$ cat config.mk
export PLATFORM = sky130hd
export DESIGN_NAME = sensor_conditioner
export DESIGN_NICKNAME = d
export VERILOG_FILES = /design/src/rtl/irrigation_pkg.sv /design/src/rtl/sensor_channel_filter.sv /design/src/rtl/sensor_conditioner.sv
export SDC_FILE = /design/constraint.sdc
export NUM_CORES = 1
export LEC_CHECK = 0
export ABC_CLOCK_PERIOD_IN_PS = 3200
export CORE_UTILIZATION = 65
export DETAILED_ROUTE_END_ITERATION = 10
export PLACE_DENSITY = 0.83
export SYNTH_ARGS = -nofsm -noshare
export SYNTH_HDL_FRONTEND = slang
export SYNTH_SLANG_ARGS = --single-unit
$ cat constraint.sdc
create_clock -name clk_50mhz -period 3.2 [get_ports clk_50mhz]
set_clock_uncertainty 0.1 [all_clocks]
set_input_delay 0.48 -clock clk_50mhz [delete_from_list [all_inputs] [get_ports clk_50mhz]]
set_output_delay 0.48 -clock clk_50mhz [all_outputs]
set_load 0.02 [all_outputs]
$ cat src/rtl/irrigation_pkg.sv
// Shared constants and types for the irrigation controller front end.
// Channel indices, default timing derived from the board clock, and per-channel status.
package irrigation_pkg;
  localparam int NUM_CH = 3;
  localparam int SOIL   = 2;
  localparam int AIR    = 1;
  localparam int TEMP   = 0;

  localparam int CLK_HZ        = 50_000_000;
  localparam int DIV_1MS       = CLK_HZ / 1_000;
  localparam int DIV_10MS      = CLK_HZ / 100;
  localparam int DIV_1S        = CLK_HZ;

  localparam int DEF_SYNC_STAGES   = 2;
  localparam int DEF_STABLE_CYCLES = DIV_10MS;
  localparam int DEF_WINDOW_CYCLES = DIV_1S;
  localparam int DEF_CHATTER_LIMIT = 8;

  typedef struct packed {
    logic level;
    logic upd;
    logic fault;
  } ch_status_t;

  // Counter width that never collapses to zero bits for tiny parameters.
  function automatic int cnt_w(input int n);
    return (n > 1) ? $clog2(n) : 1;
  endfunction
endpackage

$ cat src/rtl/sensor_channel_filter.sv
// One sensor lane: synchroniser, persistence filter, chatter counter and sticky fault.
// Startup load and window wrap are shared strobes from the top level.
module sensor_channel_filter import irrigation_pkg::*; #(
  parameter int SYNC_STAGES   = DEF_SYNC_STAGES,
  parameter int STABLE_CYCLES = DEF_STABLE_CYCLES,
  parameter int CHATTER_LIMIT = DEF_CHATTER_LIMIT
) (
  input  logic       clk_50mhz,
  input  logic       rst_n,
  input  logic       raw,
  input  logic       startup_load,
  input  logic       startup_done,
  input  logic       window_wrap,
  input  logic       clear_fault,
  output ch_status_t status
);
  localparam int PW = cnt_w(STABLE_CYCLES);
  localparam int TW = $clog2(CHATTER_LIMIT + 1);

  logic [SYNC_STAGES-1:0] sync_q;
  logic                   synced, synced_d, tgl, fault_set;
  logic [PW-1:0]          pcnt;
  logic [TW-1:0]          tog, tog_next;
  logic                   level, upd, fault;

  assign synced = sync_q[SYNC_STAGES-1];
  assign tgl    = synced ^ synced_d;

  // Toggle count saturates at the limit; a wrap restarts it, keeping a wrap-cycle edge.
  always_comb begin
    tog_next = tog;
    if (window_wrap)
      tog_next = TW'(tgl);
    else if (tgl && (tog != TW'(CHATTER_LIMIT)))
      tog_next = tog + TW'(1);
  end

  assign fault_set = tgl && (tog_next == TW'(CHATTER_LIMIT));

  always_ff @(posedge clk_50mhz or negedge rst_n) begin
    if (!rst_n) begin
      sync_q   <= '0;
      synced_d <= 1'b0;
      tog      <= '0;
      fault    <= 1'b0;
      pcnt     <= '0;
      level    <= 1'b0;
      upd      <= 1'b0;
    end else begin
      sync_q   <= {sync_q[SYNC_STAGES-2:0], raw};
      synced_d <= synced;
      tog      <= tog_next;
      if (fault_set)        fault <= 1'b1;
      else if (clear_fault) fault <= 1'b0;
      upd <= 1'b0;
      // Faulted lanes freeze their level and keep the persistence count at zero.
      if (startup_load) begin
        level <= synced;
        pcnt  <= '0;
      end else if (!startup_done || fault || (synced == level)) begin
        pcnt <= '0;
      end else if (pcnt == PW'(STABLE_CYCLES - 1)) begin
        level <= synced;
        pcnt  <= '0;
        upd   <= 1'b1;
      end else begin
        pcnt <= pcnt + PW'(1);
      end
    end
  end

  assign status = '{level: level, upd: upd, fault: fault};
endmodule

$ cat src/rtl/sensor_conditioner.sv
// Sensor front end: three filtered channels, startup qualification and a merged change strobe.
// Holds the shared startup and chatter-window counters.
module sensor_conditioner import irrigation_pkg::*; #(
  parameter int SYNC_STAGES   = DEF_SYNC_STAGES,
  parameter int STABLE_CYCLES = DEF_STABLE_CYCLES,
  parameter int WINDOW_CYCLES = DEF_WINDOW_CYCLES,
  parameter int CHATTER_LIMIT = DEF_CHATTER_LIMIT
) (
  input  logic       clk_50mhz,
  input  logic       rst_n,
  input  logic       soil_humidity_i,
  input  logic       air_humidity_i,
  input  logic       temperature_i,
  input  logic       clear_fault_i,
  output logic       soil_humidity_o,
  output logic       air_humidity_o,
  output logic       temperature_o,
  output logic       changed_o,
  output logic       valid_o,
  output logic [2:0] fault_o
);
  localparam int SW = cnt_w(STABLE_CYCLES);
  localparam int WW = cnt_w(WINDOW_CYCLES);

  logic [SW-1:0]     st_cnt;
  logic              done, load;
  logic [WW-1:0]     win_cnt;
  logic              wrap;
  logic [NUM_CH-1:0] raw, level, upd, fault;
  ch_status_t        status [NUM_CH];

  assign raw[SOIL] = soil_humidity_i;
  assign raw[AIR]  = air_humidity_i;
  assign raw[TEMP] = temperature_i;

  assign load = !done && (st_cnt == SW'(STABLE_CYCLES - 1));
  assign wrap = (win_cnt == WW'(WINDOW_CYCLES - 1));

  always_ff @(posedge clk_50mhz or negedge rst_n) begin
    if (!rst_n) begin
      st_cnt    <= '0;
      done      <= 1'b0;
      win_cnt   <= '0;
      changed_o <= 1'b0;
    end else begin
      if (load)       done   <= 1'b1;
      else if (!done) st_cnt <= st_cnt + SW'(1);
      win_cnt   <= wrap ? '0 : win_cnt + WW'(1);
      changed_o <= |upd;
    end
  end

  for (genvar g = 0; g < NUM_CH; g++) begin : g_ch
    sensor_channel_filter #(
      .SYNC_STAGES  (SYNC_STAGES),
      .STABLE_CYCLES(STABLE_CYCLES),
      .CHATTER_LIMIT(CHATTER_LIMIT)
    ) u_filt (
      .clk_50mhz   (clk_50mhz),
      .rst_n       (rst_n),
      .raw         (raw[g]),
      .startup_load(load),
      .startup_done(done),
      .window_wrap (wrap),
      .clear_fault (clear_fault_i),
      .status      (status[g])
    );
    assign level[g] = status[g].level;
    assign upd[g]   = status[g].upd;
    assign fault[g] = status[g].fault;
  end

  assign soil_humidity_o = level[SOIL];
  assign air_humidity_o  = level[AIR];
  assign temperature_o   = level[TEMP];
  assign valid_o         = done;
  assign fault_o         = fault;
endmodule

==> flow_summary.toml <==
[routing]
highest_layer = "met4"
drtIter0Drc = 227
vias = 4465
drt_wl_total_mm = 12.27
met3_length_um = 447
wl_met2_mm = 5.930
wl_met1_mm = 5.707
drt-pass1-iter-count = 5
avgRoutedWirePerCell_um = 15.87
route.detailed.drc = 0
ant_nets = 0
vias_per_cell = 5.776

[cells_and_area]
syn_to_final_growth_pct = 14.58
final_common_cell = "dfrtp_1"
finalNonFillerCells = 773
drive_gt1_share_pct = 7.919
final_cell_area_um2 = 7247
final_nets = 648
layout_common_cells = "dfrtp_1, nor2_1, xor2_1"
antennaDiodeCount = 0

[critical_path]
endpoint_kind = "output port"
critical_path_required_ns = 2.62
crit_type = "reg2out"
r2r_slack_ns = 0.88
arrival_ns = 1.76
crit_slowest_cell = "clkdlybuf4s50_1"
rr_endpoint = "st_cnt[1]"
cpPeakStageDelay_ns = 0.68
reg2regPathDepth = 4
rr_startpoint = "st_cnt[12]"
crit_chain = "clkdlybuf4s50_1"
crit_fanout = 9
crit_family = "buffers and inverters"
crit_path_start_kind = "flop"
cp.buffers_inverters = 1

[run_status]
outcome = "finished clean"

[sta]
fin_tns_setup_ns = 0
timing.fmax_ghz = 0.4271
slew_violations = 0
worst_pin_slew_ns = 0.9288
finalHoldViolations = 0
rsz0062_at_grt = "no"
setup_viol = 0
period_share_pct = 73.17
layout_min_cycle_time_ns = 2.342
slew_headroom_pct = 37.95
timing.hold.ws_ns = 0.2489

[place]
portBuffers = 13
dp.cells = 740
dpl.hpwl_mm = 7.862
finalWeightedCongestion = 0.8166
placed_cell_area_um2 = 6593

[cts]
clock-sinks = 134
cts_tree = "done"
clk_latency_ns = 0.52
cts_buffer_depth = 2
cts_setup_buffers = 0
cts_resized = 0
path_clk_slew_ns = 0.06
cts_max_level = 4
cts-root-buf = "clkbuf_8"
numCtsBuffers = 17
hold_buffers = 1

[floorplan]
fp-row-count = 35
start_util_pct = 67.81
ios = 14
coreArea_um2 = 9328
die_x_um = 100.6
die-area_um2 = 10130
die_y_um = 100.6

[pwr]
switching_share_pct = 24.87
cellPowerDensity_nw_per_um2 = 622.4
p_clk_share_pct = 46.4
pwr-share-seq_pct = 42.5
p_comb_share_pct = 11.1
vdd_drop_max_uv = 433.5
leakage_nw = 3.136
power_mw = 4.510
p_switching_mw = 1.122
intPower_mw = 3.389

[yosys]
synth_seq_cells = 134
syn_avg_cell_area_um2 = 10.44
ys_types = 41
synth-edff-count = 0
postSynth.asyncResetShare_pct = 100.0
ys.flop_type = "dfrtp_1"
netlist_area_um2 = 6325
ys_warn_count = 0
ys_seq_area_share_pct = 53.02
syn-num-nets = 623
synth_cells = 606

[worst_hold_path]
whs_path_depth = 0
min_path_type = "reg2reg"
min_from = "g_ch[0].u_filt.sync_q[0]"
holdPathEnd = "g_ch[0].u_filt.sync_q[1]"

[global_routing]
grt_pass1_vias = 4427
grt_pass1_wl_mm = 21.07
antenna_found_initial = 0
grt.overflow.total = 0
track_usage_pct = 27.19
grt_max_degree = 50

[run]
maxCapViolations = 0
[worst register-to-register path, stage by stage (launching register included)]
cell      delay [ns]
dfrtp_1         0.43
nor4b_1         0.33
nand4_1         0.17
o21bai_1        0.76
mux2_2          0.41
[state kept, by name, indices dropped and copies added (netlist names)]
register / count
changed_o: 1
g_ch.u_filt.fault: 3
g_ch.u_filt.level: 3
g_ch.u_filt.pcnt: 57
g_ch.u_filt.sync_q: 6
g_ch.u_filt.synced_d: 3
g_ch.u_filt.tog: 12
g_ch.u_filt.upd: 3
st_cnt: 19
valid_o: 1
win_cnt: 26
[cell usage after synthesis (2+ instances only)]
master / count / area (um^2)
mux2i_1: 6 / 60.06
dfrtp_1: 134 / 3353
mux2_2: 3 / 33.78
xor2_1: 64 / 560.5
a21oi_1: 9 / 45.04
nor4bb_1: 4 / 40.04
clkbuf_1: 3 / 11.26
or3_1: 4 / 25.02
nand3_1: 43 / 215.2
buf_2: 6 / 30.03
o21bai_2: 2 / 22.52
nor4_1: 7 / 43.79
nor4_4: 2 / 42.54
and4_1: 13 / 113.9
ha_1: 11 / 137.6
nor3_1: 12 / 60.06
buf_4: 4 / 30.03
nor2_1: 99 / 371.6
nand3b_1: 2 / 15.01
nor4b_1: 5 / 43.79
and3_1: 11 / 68.82
o21ai_0: 8 / 40.04
xnor2_1: 43 / 376.6
inv_1: 22 / 82.58
o21bai_1: 2 / 15.01
nor2b_1: 2 / 12.51
nand2_1: 39 / 146.4
or2_2: 2 / 12.51
and2_1: 3 / 18.77
nand4_1: 26 / 162.7
o32ai_1: 3 / 26.28
nand4b_1: 2 / 17.52
nor3b_1: 2 / 15.01
[cell type report]
cell class | count | area, um^2
inverters | 22 | 82.58
flip-flops and latches | 134 | 3353
multi-input cells | 437 | 2818
well taps | 129 | 161.4
clock buffers | 19 | 441.7
repair buffers | 19 | 187.7
fillers | 561 | 2081
clock inverters | 13 | 202.7
[power by group through the flow]
stage / Clock [mW] / Sequential [mW] / Combinational, mW
finish: 2.09 / 1.92 / 0.502
global route: 2.20 / 1.92 / 0.564
CTS: 2.13 / 1.91 / 0.500
detailed placement: 0 / 1.93 / 0.473
global placement: 0 / 1.92 / 0.435
floorplan: 0 / 1.91 / 0.349
[per-layer routing]
layer / vias up / track usage, %
met2: 109 / 43.20
met4: 0 / 9.922
met5: - / 0
li1: 2119 / -
met3: 21 / 5.617
met1: 2216 / 37.36
[logic make-up (layout without fill, tap and decap cells)]
kind of cell / after synthesis / in the layout / synth area share [%]
buffers and inverters: 35 / 73 / 2.433
adder cells (fa/ha/maj): 11 / 11 / 2.176
AO/OA/AOI/OAI: 26 / 26 / 2.572
flip-flops: 134 / 134 / 53.02
XOR/XNOR: 107 / 107 / 14.82
multiplexers: 9 / 9 / 1.484
AND/OR/NAND/NOR: 284 / 284 / 23.50
[per-stage QoR]
| step | setup slack, ns | utilization, % |
|---|---|---|
| 2_1_floorplan | 1.368 | - |
| 3_3_place_gp | 1.023 | 70.68 |
| 3_5_place_dp | 0.9515 | 70.68 |
| 4_1_cts | 0.8295 | 77.69 |
| 5_1_grt | 0.7353 | 77.69 |
| 6_report | 0.8585 | 77.69 |
[worst max-delay path by stage]
stage                     slack [ns]  cells after the start                   start                      end
after floorplan                 1.37                      8  g_ch[0].u_filt.pcnt[0]  g_ch[0].u_filt.pcnt[10]
after global placement          1.02                      5               st_cnt[9]     g_ch[0].u_filt.level
after detailed placement        0.95                      4               st_cnt[9]                st_cnt[1]
after CTS                       0.83                      1                 valid_o                  valid_o
after global routing            0.74                      4              st_cnt[12]                st_cnt[1]
final                           0.86                      1                 valid_o                  valid_o
Power figures use the tool's default switching activity.
==> RTL change (same flow settings) <==
Register the outputs `soil_humidity_o`, `air_humidity_o`, `temperature_o` and `fault_o`; this adds one clock of latency there. The other outputs are not delayed to match.
--- a/src/rtl/sensor_conditioner.sv
+++ b/src/rtl/sensor_conditioner.sv
@@ -72,7 +72,9 @@
 
-  assign soil_humidity_o = level[SOIL];
-  assign air_humidity_o  = level[AIR];
-  assign temperature_o   = level[TEMP];
   assign valid_o         = done;
-  assign fault_o         = fault;
+  always_ff @(posedge clk_50mhz) begin
+    soil_humidity_o <= level[SOIL];
+    air_humidity_o  <= level[AIR];
+    temperature_o   <= level[TEMP];
+    fault_o         <= fault;
+  end
 endmodule
Check against the original RTL: no difference found for any inputs over 10 cycles, from zero or initial values and one cycle with rst_n low; that may be too few to reach the edited logic, so the function may still have changed.
==> RTL change against the unedited design <==
- synthesized area up 2.9%
- wire length shrank 3.7%
- cell area up 1.2%
- setup slack lost 36 ps
- sequential cell count increased by 6
- sequential share of layout area is 1.1 points higher
- power down 5.2%
- hold slack worse by 37 ps
- critical path type is now reg -> reg
- largest cell class unchanged
- highest routed layer unchanged
==> RTL change: results (changes against the unedited design) <==
| Metric | Value |
|---|---|
| R2r startpoint | win_cnt[0]$_DFF_PN0_ (was st_cnt[12]$_DFFE_PN0P_) |
| Flip-flop count of the largest register, all copies and words added | 57 (unchanged) |
| HPWL Detailed | 7.75 mm (was 7.86 mm) |
| Post-synth net total | 638 (was 623) |
| Result of the run | complete, no violations (unchanged) |
| Number of buffer cells added on primary ports | 13 (unchanged) |
| First-pass GRT wire length | 20.0 mm (was 21.1 mm) |
| R2r worst-path depth | 7 (was 4) |
| Commonest cells in the netlist | 134 x sky130_fd_sc_hd__dfrtp_1, 99 x sky130_fd_sc_hd__nor2_1, 62 x sky130_fd_sc_hd__xnor2_1 (was 134 x sky130_fd_sc_hd__dfrtp_1, 99 x sky130_fd_sc_hd__nor2_1, 64 x sky130_fd_sc_hd__xor2_1) |
| Number of fill cells | 666 (was 561) |
| GPL Wtd Cong | 0.845 (was 0.817) |
| Max stage delay on crit path | 540 ps (was 680 ps) |
| Leakage power of the design | 3.06 nW (was 3.14 nW) |
| Pin count of the biggest net entering global routing | 70 (was 50) |
| Hold crit path type | in -> async (was reg -> reg) |
| Nets@finish | 664 (was 648) |
| Number of distinct standard cells referenced by the synthesized netlist | 48 (was 41) |
| Endpoint of the worst-slack reg-to-reg timing path | g_ch[0].u_filt.tog[0]$_DFF_PN0_ (was st_cnt[1]$_DFFE_PN0P_) |
| CTS Root Cell | sky130_fd_sc_hd__clkbuf_8 (unchanged) |
| H-Tree Level Count | 4 (unchanged) |
| Number of antenna violations at the first check in global routing | 0 (unchanged) |
| Sequential fraction of the synthesis area | 53.3% (was 53.0%) |
| Rel. slew slack | 52.5% (was 37.9%) |
| Buffers inserted during post-CTS setup optimization | 0 (unchanged) |
| Total wire length after detailed routing | 11.8 mm (was 12.3 mm) |
| Fraction of synthesis flops using an asynchronous set or reset pin | 95.7% (was 100%) |
| Tot GR Track Use | 25.1% (was 27.2%) |
| 1st-iter DRT viols | 182 (was 227) |
| Number of detailed-route iterations in the first pass | 5 (unchanged) |
| Cell types with the largest area share after synthesis | sky130_fd_sc_hd__dfrtp_1 51%, sky130_fd_sc_hd__xnor2_1 8.3%, sky130_fd_sc_hd__nor2_1 5.7% (was sky130_fd_sc_hd__dfrtp_1 53%, sky130_fd_sc_hd__xor2_1 8.9%, sky130_fd_sc_hd__xnor2_1 6.0%) |
| Family with the most delay on the worst path | simple AND/OR/NAND/NOR gates (was buffers and inverters) |
| Vias in the first global route | 4357 (was 4427) |
| Highest-delay cell along the critical path | sky130_fd_sc_hd__nor4_4 (was sky130_fd_sc_hd__clkdlybuf4s50_1) |
| Biggest fanout along the worst timing path | 27 (was 9) |
| Number of antenna diodes | 0 (unchanged) |
| Top FF cell, synth | sky130_fd_sc_hd__dfrtp_1 (unchanged) |
| Proportion of layout cells with a drive suffix above 1 | 8.33% (was 7.92%) |
| R2r setup slk | 820 ps (was 880 ps) |
| Data arrival, critical path | 2720 ps (was 1760 ps) |
| Via count normalized by instance count | 5.60 (was 5.78) |
| Max IR drop VDD | 0.621 mV (was 0.433 mV) |
RTL change: final cells by class:
cell class              instances  area, um2  area share, %
clock buffers                  19        422           5.75
clock inverters                13        126           1.72
inverters                      24       90.1           1.23
multi-input cells             447       2880           39.3
flip-flops and latches        140       3470           47.4
well taps                     133        166           2.27
repair buffers                 17        173           2.35
RTL change: what timing repair did:
item,in CTS,in global routing
endpoints found under the hold margin,76,0
resized for setup,0,0
hold buffers,1,0
RTL change: worst max path at each step:
| stage | from | cells past startpoint | end |
|---|---|---|---|
| 2_1_floorplan | win_cnt[0]$_DFF_PN0_ | 6 | win_cnt[12]$_DFF_PN0_ |
| 3_3_place_gp | win_cnt[0]$_DFF_PN0_ | 7 | g_ch[1].u_filt.tog[0]$_DFF_PN0_ |
| 3_5_place_dp | win_cnt[0]$_DFF_PN0_ | 7 | g_ch[0].u_filt.tog[0]$_DFF_PN0_ |
| 4_1_cts | valid_o$_DFFE_PN0P_ | 1 | valid_o |
| 5_1_grt | win_cnt[0]$_DFF_PN0_ | 7 | g_ch[2].u_filt.tog[0]$_DFF_PN0_ |
| 6_report | win_cnt[0]$_DFF_PN0_ | 7 | g_ch[0].u_filt.tog[0]$_DFF_PN0_ |
RTL change: cells by family after synthesis:
family | share of synthesized area [%]
flops | 53.3
mux | 1.61
fa+ha+maj | 2.11
xor+xnor | 13.7
simple gates | 23.9
buf+inv | 2.40
compound gates | 2.94
RTL change: metal layers:
metal	global-route usage [%]	vias to the layer above	wire [um]	share of wire (%)
met5	0	-	0	0
met4	9.01	0	135	1.1
met3	6.77	14	361	3.1
met2	40.8	68	5850	50
met1	32.5	2190	5470	46
li1	-	2172	-	-
RTL change: metrics by stage:
step | setup WS, ps | hold slack, ps | cells | cell area (um2)
final | 822 | 212 | 793 | 7330
after global routing | 642 | 216 | 793 | 7330
after CTS | 821 | 201 | 793 | 7330
after detailed placement | 852 | 213 | 760 | 6770
after global placement | 997 | 214 | 760 | 6770
after floorplan | 1350 | 84.4 | 621 | 6510
RTL change: power by group:
group | internal (mW) | switching [mW] | total, mW
Sequential | 1.88 | 0.118 | 2.00
Combinational | 0.210 | 0.259 | 0.468
Clock | 1.10 | 0.709 | 1.81
